==> src/rtl/regfile_2w2r.sv <==
// -----------------------------------------------------------------------------
// regfile_2w2r
//   Register file with two registered read ports and two write lanes, placed
//   between decode (reads) and the two writeback retire lanes of the MIPS32
//   datapath. A sequential soft-clear engine zeroes one entry per enabled
//   cycle. Two selected entries also drive the 16-bit board debug display.
//
//   Optional build macro: REGFILE_ZERO_REG_EN
//     defined   -> entry 0 is hardwired to zero; writes to address 0 are
//                  discarded and reads of address 0 return zero.
//     undefined -> entry 0 is an ordinary register.
//
// Ports
//   clk        in   clock, all state updates on posedge
//   reset_all  in   synchronous active-high reset, overrides every input
//   enable     in   global qualifier for reads, writes and clear progress
//   rd_en      in   read strobe shared by both read ports
//   rs, rt     in   read addresses for port 1 / port 2
//   out1, out2 out  registered read data, one cycle after the address
//   we0/wa0/wd0 in  write lane 0 enable / address / data
//   we1/wa1/wd1 in  write lane 1 enable / address / data (wins collisions)
//   clr_req    in   soft-clear request pulse
//   clr_busy   out  high while the soft-clear engine runs
//   dbg_out    out  {R[DBG_HI][7:0], R[DBG_LO][7:0]}, straight from storage
//
// Clear FSM
//   state    | meaning
//   ---------+-------------------------------------------------------------
//   ST_IDLE  | normal operation; writes accepted; waits for clr_req
//   ST_CLEAR | zeroes R[ptr] each enabled cycle; writes dropped; exits
//            | after the last entry (DEPTH enabled cycles in total)
// -----------------------------------------------------------------------------
module regfile_2w2r #(
  parameter int DATA_W = 32,
  parameter int ADDR_W = 4,
  parameter int DBG_LO = 3,
  parameter int DBG_HI = 4
) (
  input  logic              clk,
  input  logic              reset_all,
  input  logic              enable,
  input  logic              rd_en,
  input  logic [ADDR_W-1:0] rs,
  input  logic [ADDR_W-1:0] rt,
  output logic [DATA_W-1:0] out1,
  output logic [DATA_W-1:0] out2,
  input  logic              we0,
  input  logic [ADDR_W-1:0] wa0,
  input  logic [DATA_W-1:0] wd0,
  input  logic              we1,
  input  logic [ADDR_W-1:0] wa1,
  input  logic [DATA_W-1:0] wd1,
  input  logic              clr_req,
  output logic              clr_busy,
  output logic [15:0]       dbg_out
);

  localparam int DEPTH = 2 ** ADDR_W;
  localparam logic [ADDR_W-1:0] CLR_LAST = ADDR_W'(DEPTH - 1);

  typedef enum logic {
    ST_IDLE  = 1'b0,
    ST_CLEAR = 1'b1
  } state_e;

  state_e            state_q;
  logic [ADDR_W-1:0] ptr_q;
  logic              clr_busy_q;

  logic [DATA_W-1:0] mem_q [DEPTH];
  logic [DATA_W-1:0] mem_d [DEPTH];

  logic [DATA_W-1:0] out1_q, out1_d;
  logic [DATA_W-1:0] out2_q, out2_d;

  logic wr_open;
  logic lane0_ok;
  logic acc0;
  logic acc1;
  logic clr_step;

  // ---------------------------------------------------------------------------
  // Clear FSM. clr_busy is a registered copy of (state_q == ST_CLEAR) so the
  // output comes straight from a flop.
  // ---------------------------------------------------------------------------
  always_ff @(posedge clk) begin
    if (reset_all) begin
      state_q    <= ST_IDLE;
      ptr_q      <= '0;
      clr_busy_q <= 1'b0;
    end else if (enable) begin
      case (state_q)
        ST_IDLE: begin
          if (clr_req) begin
            state_q    <= ST_CLEAR;
            ptr_q      <= '0;
            clr_busy_q <= 1'b1;
          end
        end
        ST_CLEAR: begin
          // clr_req is ignored here: a running clear is never restarted.
          if (ptr_q == CLR_LAST) begin
            state_q    <= ST_IDLE;
            ptr_q      <= '0;
            clr_busy_q <= 1'b0;
          end else begin
            ptr_q <= ptr_q + 1'b1;
          end
        end
        default: begin
          state_q    <= ST_IDLE;
          ptr_q      <= '0;
          clr_busy_q <= 1'b0;
        end
      endcase
    end
  end

  assign clr_step = enable && (state_q == ST_CLEAR);

  // ---------------------------------------------------------------------------
  // Write acceptance. Writes are only taken outside a clear. When both lanes
  // target the same address lane 1 wins. With the zero register, a lane 1
  // write to address 0 is discarded and lane 0 gets no fallback because lane
  // 0 to address 0 is itself discarded.
  // ---------------------------------------------------------------------------
  assign wr_open = enable && !clr_busy_q;

`ifdef REGFILE_ZERO_REG_EN
  assign acc1     = wr_open && we1 && (wa1 != '0);
  assign lane0_ok = wr_open && we0 && (wa0 != '0);
`else
  assign acc1     = wr_open && we1;
  assign lane0_ok = wr_open && we0;
`endif

  assign acc0 = lane0_ok && !(acc1 && (wa1 == wa0));

  // ---------------------------------------------------------------------------
  // Storage next state. Writes and clear steps are mutually exclusive since
  // writes are closed while clearing.
  // ---------------------------------------------------------------------------
  always_comb begin
    mem_d = mem_q;
    if (acc0) begin
      mem_d[wa0] = wd0;
    end
    if (acc1) begin
      mem_d[wa1] = wd1;
    end
    if (clr_step) begin
      mem_d[ptr_q] = '0;
    end
`ifdef REGFILE_ZERO_REG_EN
    mem_d[0] = '0;
`endif
  end

  always_ff @(posedge clk) begin
    if (reset_all) begin
      for (int i = 0; i < DEPTH; i++) begin
        mem_q[i] <= '0;
      end
    end else begin
      mem_q <= mem_d;
    end
  end

  // ---------------------------------------------------------------------------
  // Read ports with write-to-read bypass: lane 1, then lane 0, then storage.
  // A clear step is deliberately not bypassed, so a read of the entry being
  // cleared returns its old value.
  // ---------------------------------------------------------------------------
  always_comb begin
    out1_d = mem_q[rs];
    if (acc0 && (wa0 == rs)) begin
      out1_d = wd0;
    end
    if (acc1 && (wa1 == rs)) begin
      out1_d = wd1;
    end
`ifdef REGFILE_ZERO_REG_EN
    if (rs == '0) begin
      out1_d = '0;
    end
`endif
  end

  always_comb begin
    out2_d = mem_q[rt];
    if (acc0 && (wa0 == rt)) begin
      out2_d = wd0;
    end
    if (acc1 && (wa1 == rt)) begin
      out2_d = wd1;
    end
`ifdef REGFILE_ZERO_REG_EN
    if (rt == '0) begin
      out2_d = '0;
    end
`endif
  end

  always_ff @(posedge clk) begin
    if (reset_all) begin
      out1_q <= '0;
      out2_q <= '0;
    end else if (enable && rd_en) begin
      out1_q <= out1_d;
      out2_q <= out2_d;
    end
  end

  // ---------------------------------------------------------------------------
  // Outputs
  // ---------------------------------------------------------------------------
  assign out1     = out1_q;
  assign out2     = out2_q;
  assign clr_busy = clr_busy_q;
  assign dbg_out  = {mem_q[DBG_HI][7:0], mem_q[DBG_LO][7:0]};

endmodule

==> config.mk <==
export PLATFORM = sky130hd
export DESIGN_NAME = regfile_2w2r
export DESIGN_NICKNAME = d
export VERILOG_FILES = /design/src/rtl/regfile_2w2r.sv
export SDC_FILE = /design/constraint.sdc
export NUM_CORES = 2
export LEC_CHECK = 0
export ABC_CLOCK_PERIOD_IN_PS = 2700
export CORE_MARGIN = 5
export CORE_UTILIZATION = 40
export CTS_CLUSTER_SIZE = 16
export DETAILED_ROUTE_END_ITERATION = 16
export PLACE_DENSITY_LB_ADDON = 0.25
export SLEW_MARGIN = 0
export SYNTH_ARGS = -nofsm -noshare
export SYNTH_HDL_FRONTEND = slang
export SYNTH_SLANG_ARGS = --single-unit
==> constraint.sdc <==
create_clock -name clk -period 2.7 [get_ports clk]
set_clock_uncertainty 0.05 [all_clocks]
set_input_delay 0.54 -clock clk [delete_from_list [all_inputs] [get_ports clk]]
set_output_delay 0.54 -clock clk [all_outputs]
set_load 0.01 [all_outputs]
; Word level (Yosys, flattened, before mapping)
; Index checks and enable logic that the tools add are counted.
[classes]
add_sub_neg = 1
order_cmp = 8
eq_ne = 8
mux = 30
bitwise_logic = 8
n_reduce_logical = 18
[ops]
columns = operator, count
row1 = 2-to-1 mux 512 bit, 3
row2 = bitwise mux 512 bit, 2
row3 = bitwise AND 512 bit, 1
row4 = inverter 512 bit, 1
row5 = demux 32 bit (select 4 bit), 3
row6 = 2-to-1 mux 32 bit, 11
row7 = binary-select mux 32 bit (select 4 bit), 2
row8 = >= comparator 5 bit (second input constant), 5
row9 = inverter 4 -> 5 bit, 5
row10 = equality test 4 bit, 5
row11 = less-than comparator 5 x 1 -> 1 bit (second input constant), 3
row12 = logical AND 1 bit, 14
row13 = 2-to-1 mux 4 bit, 2
row14 = case mux 4 bit (2 select lines), 1
row15 = adder 4 x 1 -> 4 bit (second input constant), 1
row16 = equality test 4 bit (second input constant), 1
row17 = 2-to-1 mux 1 bit, 4
row18 = case mux 1 bit (2 select lines), 2
row19 = AND reduction 3 bit, 1
row20 = logical NOT 1 bit, 2
row21 = != test 2 x 1 -> 1 bit (second input constant), 1
row22 = != test 2 bit (second input constant), 1
row23 = AND reduction 2 bit, 1
row24 = inverter 1 bit, 1
[totals]
reg_bits = 582
in_bits = 87
output_inout_bits = 81
wordCells = 94

; Depth between registers and ports, before layout
[depth]
depth_word = 11
ltp_mapped = 9
depth_no_buf = 5

; Worst setup path before layout
; Ideal clock, no wire load.
[synth_timing]
kind = input to register
startpoint = in rs[0]
endpoint = reg out1_q[11], in the netlist out1[11]
setup_ns = 0.119
t_arrival_ns = 2.528
setup_slack_ns = 0.004
cell_stages = 6
path_buffers = 3
cell_sequence = clkbuf_1 buf_2 buf_2 mux4_2 mux4_2 o221a_2
[synth_via]
elab_chain_len = 6
elab_cells_between_ends = 10
[synth_lines]
columns = element, line_no
row1 = "start, declared", 43  ; input logic [ADDR_W-1:0] rs,
row2 = inverter 4 -> 5 bit (not written as such), 175  ; out1_d = mem_q[rs];
row3 = binary-select mux 32 bit (select 4 bit), 175
row4 = 2-to-1 mux 32 bit (not written as such) (2 in series), 175
row5 = 2-to-1 mux 32 bit, 176  ; if (acc0 && (wa0 == rs)) begin
row6 = 2-to-1 mux 32 bit (*), 179  ; if (acc1 && (wa1 == rs)) begin
row7 = "end signal, assigned", 209  ; out1_q <= out1_d;
row8 = "end, declared", 73  ; logic [DATA_W-1:0] out1_q, out1_d;
; Every way passes the cells marked *; elsewhere a longest branch is shown, timed or not. The select of a mux whose other input is x is not followed.
; A chain may end at the register's enable or synchronous reset.

; Worst setup path after layout
[layout_timing]
startpoint = in wa0[2]
endpoint = reg mem_q[373] in the netlist's numbering
[layout_via]
elab_chain_len = 11
elab_cells_between_ends = 16
[layout_lines]
columns = element, line_no
row1 = "start, declared", 48  ; input logic [ADDR_W-1:0] wa0,
row2 = inverter 4 -> 5 bit (not written as such), 146  ; mem_d[wa0] = wd0;
row3 = >= comparator 5 bit (not written as such) or less-than comparator 5 x 1 -> 1 bit (tied branches), 146
row4 = logical AND 1 bit (not written as such), 146
row5 = 2-to-1 mux 32 bit (not written as such), 146
row6 = demux 32 bit (select 4 bit), 146
row7 = bitwise mux 512 bit, 146
row8 = 2-to-1 mux 512 bit (*), 145  ; if (acc0) begin
row9 = bitwise mux 512 bit, 149  ; mem_d[wa1] = wd1;
row10 = 2-to-1 mux 512 bit (*), 148  ; if (acc1) begin
row11 = bitwise AND 512 bit (no source line), --
row12 = 2-to-1 mux 512 bit (*), 151  ; if (clr_step) begin
row13 = "end signal, assigned", 165  ; mem_q <= mem_d;
row14 = "end, declared", 70  ; logic [DATA_W-1:0] mem_q [DEPTH];
; Every way passes the cells marked *; elsewhere a longest branch is shown, timed or not.

==> metrics.txt <==
Synth area leaders=dfxtp_1, mux4_2, mux2i_1, o21ai_0, nand2_1; Logic pwr share=0.134; htree depth=3; setup TNS=0 ns; DRT iter0 DRCs=slightly below 4000; Layout Nets=3805; Worst Path Required=3.17 ns; Fmax=413 MHz; complex-gate fraction of the synthesized area=0.192; reg-to-reg slack, setup=0.38 ns; placed inst area=39200 um^2; Distinct cells, synth=between 40 and 50; sequential share of power=0.419; post-route insts no fill=4899; hold_sp=reset_all; Hold Path Class=in2reg; IO buf count=167; r2r startpoint=clr_busy$_SDFFE_PP0P_; Num CTS Buffers=68; Clk network pwr share=0.448; CP max FO=24; crit path capture type=flip-flop; count leader, synth=dfxtp_1; Clk pin slew, worst setup/hold paths=0.06 ns; Final Hold Fails=0; row count=between 100 and 150; number of global-route vias before repair=30100; I/O Pins=approximately 170; worst hold path depth=2; worst hold endpoint=clr_busy$_SDFFE_PP0P_; commonest cells in the netlist=dfxtp_1, nand2_1, o21ai_0, clkbuf_1, mux4_2; Pleak=14.6 nW; kind of critical path=in2reg; fin worst setup slack=0.277 ns; post-route cell area=41400 um^2; reg2reg path depth=8; Yosys reg bits=582; Mapped Cells=3671; syn avg cell area=9.23 um^2; share of synthesized area spent on multiplexers=0.289; Final Cycle Share=0.897; CP Launch Type=input pin; first-pass GRT wire length=208000 um; final hold slack=about 0.32 ns; Die X=301 um; GR Util All Layers=0.307; pin count of the biggest net entering global routing=65; global route total overflow=0; max_slew headroom=0.404; pre-CTS setup slack=-0.295 ns; drt drc=0; overall routed net length=~140000 um; worst setup path start=wa0[2]; Sink Count=around 580; register area share after synthesis=0.344; Final Max Slew Viols=0; Synth area leader=dfxtp_1; final setup fails=0; WP data arrival=2.89 ns; Die H=301 um; Synth Warn #=0; largest family of logic cells by synthesized area=multiplexers; post-synth net total=3762; Final ANT Viol Nets=0; switching share of total power=0.270; P_sw=5.77 mW; routed vias/inst=6.45; post-CTS resize count=0; layout cells sized above 1=0.220; Max VDD drop=0.000389 V; Worst-Skew Late Latency=0.63 ns; R2R Path End=mem_q[427]$_SDFF_PP0_; Avg WL per Cell=29.2 um; Post-synth EDFFs=0; initial antenna violation count=4; post-synthesis xor/xnor area fraction=0.00569; gpl congestion=0.870; Core Box Area=83800 um^2; Starting Density=0.404; fin crit period=2.42 ns; RSZ-0062 raised after global routing=no; Async SR Flop Fraction=0; clock root buffer=clkbuf_16; # Post-CTS Setup Buffers=0; Layout area overhead=22.3%; Clock Tree Buf Depth=3; Max-cap violations=0; Post-synth top flop=dfxtp_1; Layout fillers=7704; Die ar.=approximately 91000 um^2; pin slew with the least headroom to its limit=0.892 ns; via count of the routed design=31600; simple-gate share of the synthesized area=0.102; CTS tree=built; top-area cell type share of the netlist area=0.344; Cells after DPL=approximately 4800; Initial DRT Pass Iterations=6; outcome=completed; Adder-Cell Fraction of Synth Area=0.00148; cell internal pwr=15.6 mW; power per cell area=516 nW/um^2; # hold bufs at CTS=0; synthesized area=33900 um^2; Detailed Place HPWL=~90000 um
==> worst max-delay path by stage <==
stage                            endpoint  cells past startpoint
floorplan           out1[11]$_SDFFE_PP0P_                      6
global placement    mem_q[360]$_SDFF_PP0_                      9
detailed placement  mem_q[365]$_SDFF_PP0_                      9
CTS                 mem_q[368]$_SDFF_PP0_                      9
global route        mem_q[368]$_SDFF_PP0_                      9
finish              mem_q[373]$_SDFF_PP0_                      9
==> registers in the layout, indices dropped and copies added (netlist names) <==
register and count:
out1 32, mem_q 496, dbg_out 16, ptr_q 4, state_q 1, out2 32
clr_busy 1
==> worst max-delay path, cell delays in order <==
cell and delay [ns]:
clkdlybuf4s50_1 0.47, xor2_1 0.21, nor4_4 0.34, buf_4 0.27
buf_12 0.18, a211o_2 0.17, buf_12 0.27, mux2i_1 0.12
a211oi_1 0.27
==> power groups by stage <==
stage               combinational (mW)  sequential [mW]  clock, mW
floorplan                         1.51             9.10          0
global placement                  2.77             9.12          0
detailed placement                2.79             9.12          0
CTS                               2.80             8.94       9.64
global route                      2.99             8.96       9.98
finish                            2.85             8.94       9.57
==> routing by layer <==
layer	track usage	wire (um)	vias to the layer above	part of all wire
met1	0.417	56100	15500	0.39
met4	0.143	7380	0	0.052
met2	0.470	63100	2066	0.44
li1	-	-	13600	-
met3	0.0670	16300	444	0.11
met5	0	0	-	0
==> stage by stage <==
step / utilization / total power [mW]
final: 0.494 / 21.4
after global routing: 0.494 / 21.9
after CTS: 0.494 / 21.4
after detailed placement: 0.467 / 11.9
after global placement: 0.467 / 11.9
after floorplan: - / 10.6
==> cells by family (layout without fill, tap and decap cells) <==
family | count (synthesis) | in the layout
AOI/OAI and AO/OA | 1075 | 1075
xor gates and xnor gates | 22 | 22
adders and majority gates | 4 | 4
buffers and inverters | 531 | 623
DFF | 582 | 582
muxes | 582 | 582
other | 0 | 2
and+or+nand+nor | 875 | 875
==> layout make-up <==
cell class | instances | area, um^2 | area share
well taps | 1134 | 1420 | 0.0342
clock buffers | 100 | 2020 | 0.0489
repair buffers | 469 | 5550 | 0.134
flip-flops and latches | 582 | 11700 | 0.281
diodes | 2 | 5.00 | 0.000121
multi-input cells | 2558 | 20400 | 0.493
clock inverters | 19 | 239 | 0.00577
inverters | 35 | 131 | 0.00317
==> cell usage in the layout, fill, tap and decap left out, types with 5 or more instances in the layout <==
cell type / synthesis / final
inv_1: 35 / 35
nand2_1: 534 / 522
clkbuf_8: 0 / 16
a211oi_4: 0 / 9
clkbuf_1: 332 / 14
a21oi_4: 0 / 12
mux4_2: 317 / 317
o21a_1: 32 / 32
xnor2_1: 14 / 14
nor3_1: 35 / 35
buf_12: 0 / 129
buf_4: 22 / 176
nand2_2: 0 / 12
dfxtp_1: 582 / 582
o221a_2: 30 / 30
nand3b_1: 5 / 5
a211oi_1: 170 / 161
mux2i_1: 265 / 265
nor2_1: 267 / 267
a31oi_1: 256 / 256
clkbuf_16: 0 / 70
clkdlybuf4s50_1: 0 / 158
a211o_2: 0 / 12
xor2_1: 8 / 8
a21oi_1: 141 / 129
o21ai_0: 418 / 418
clkinv_2: 0 / 8
No activity file was read; power rests on OpenSTA's default activity.
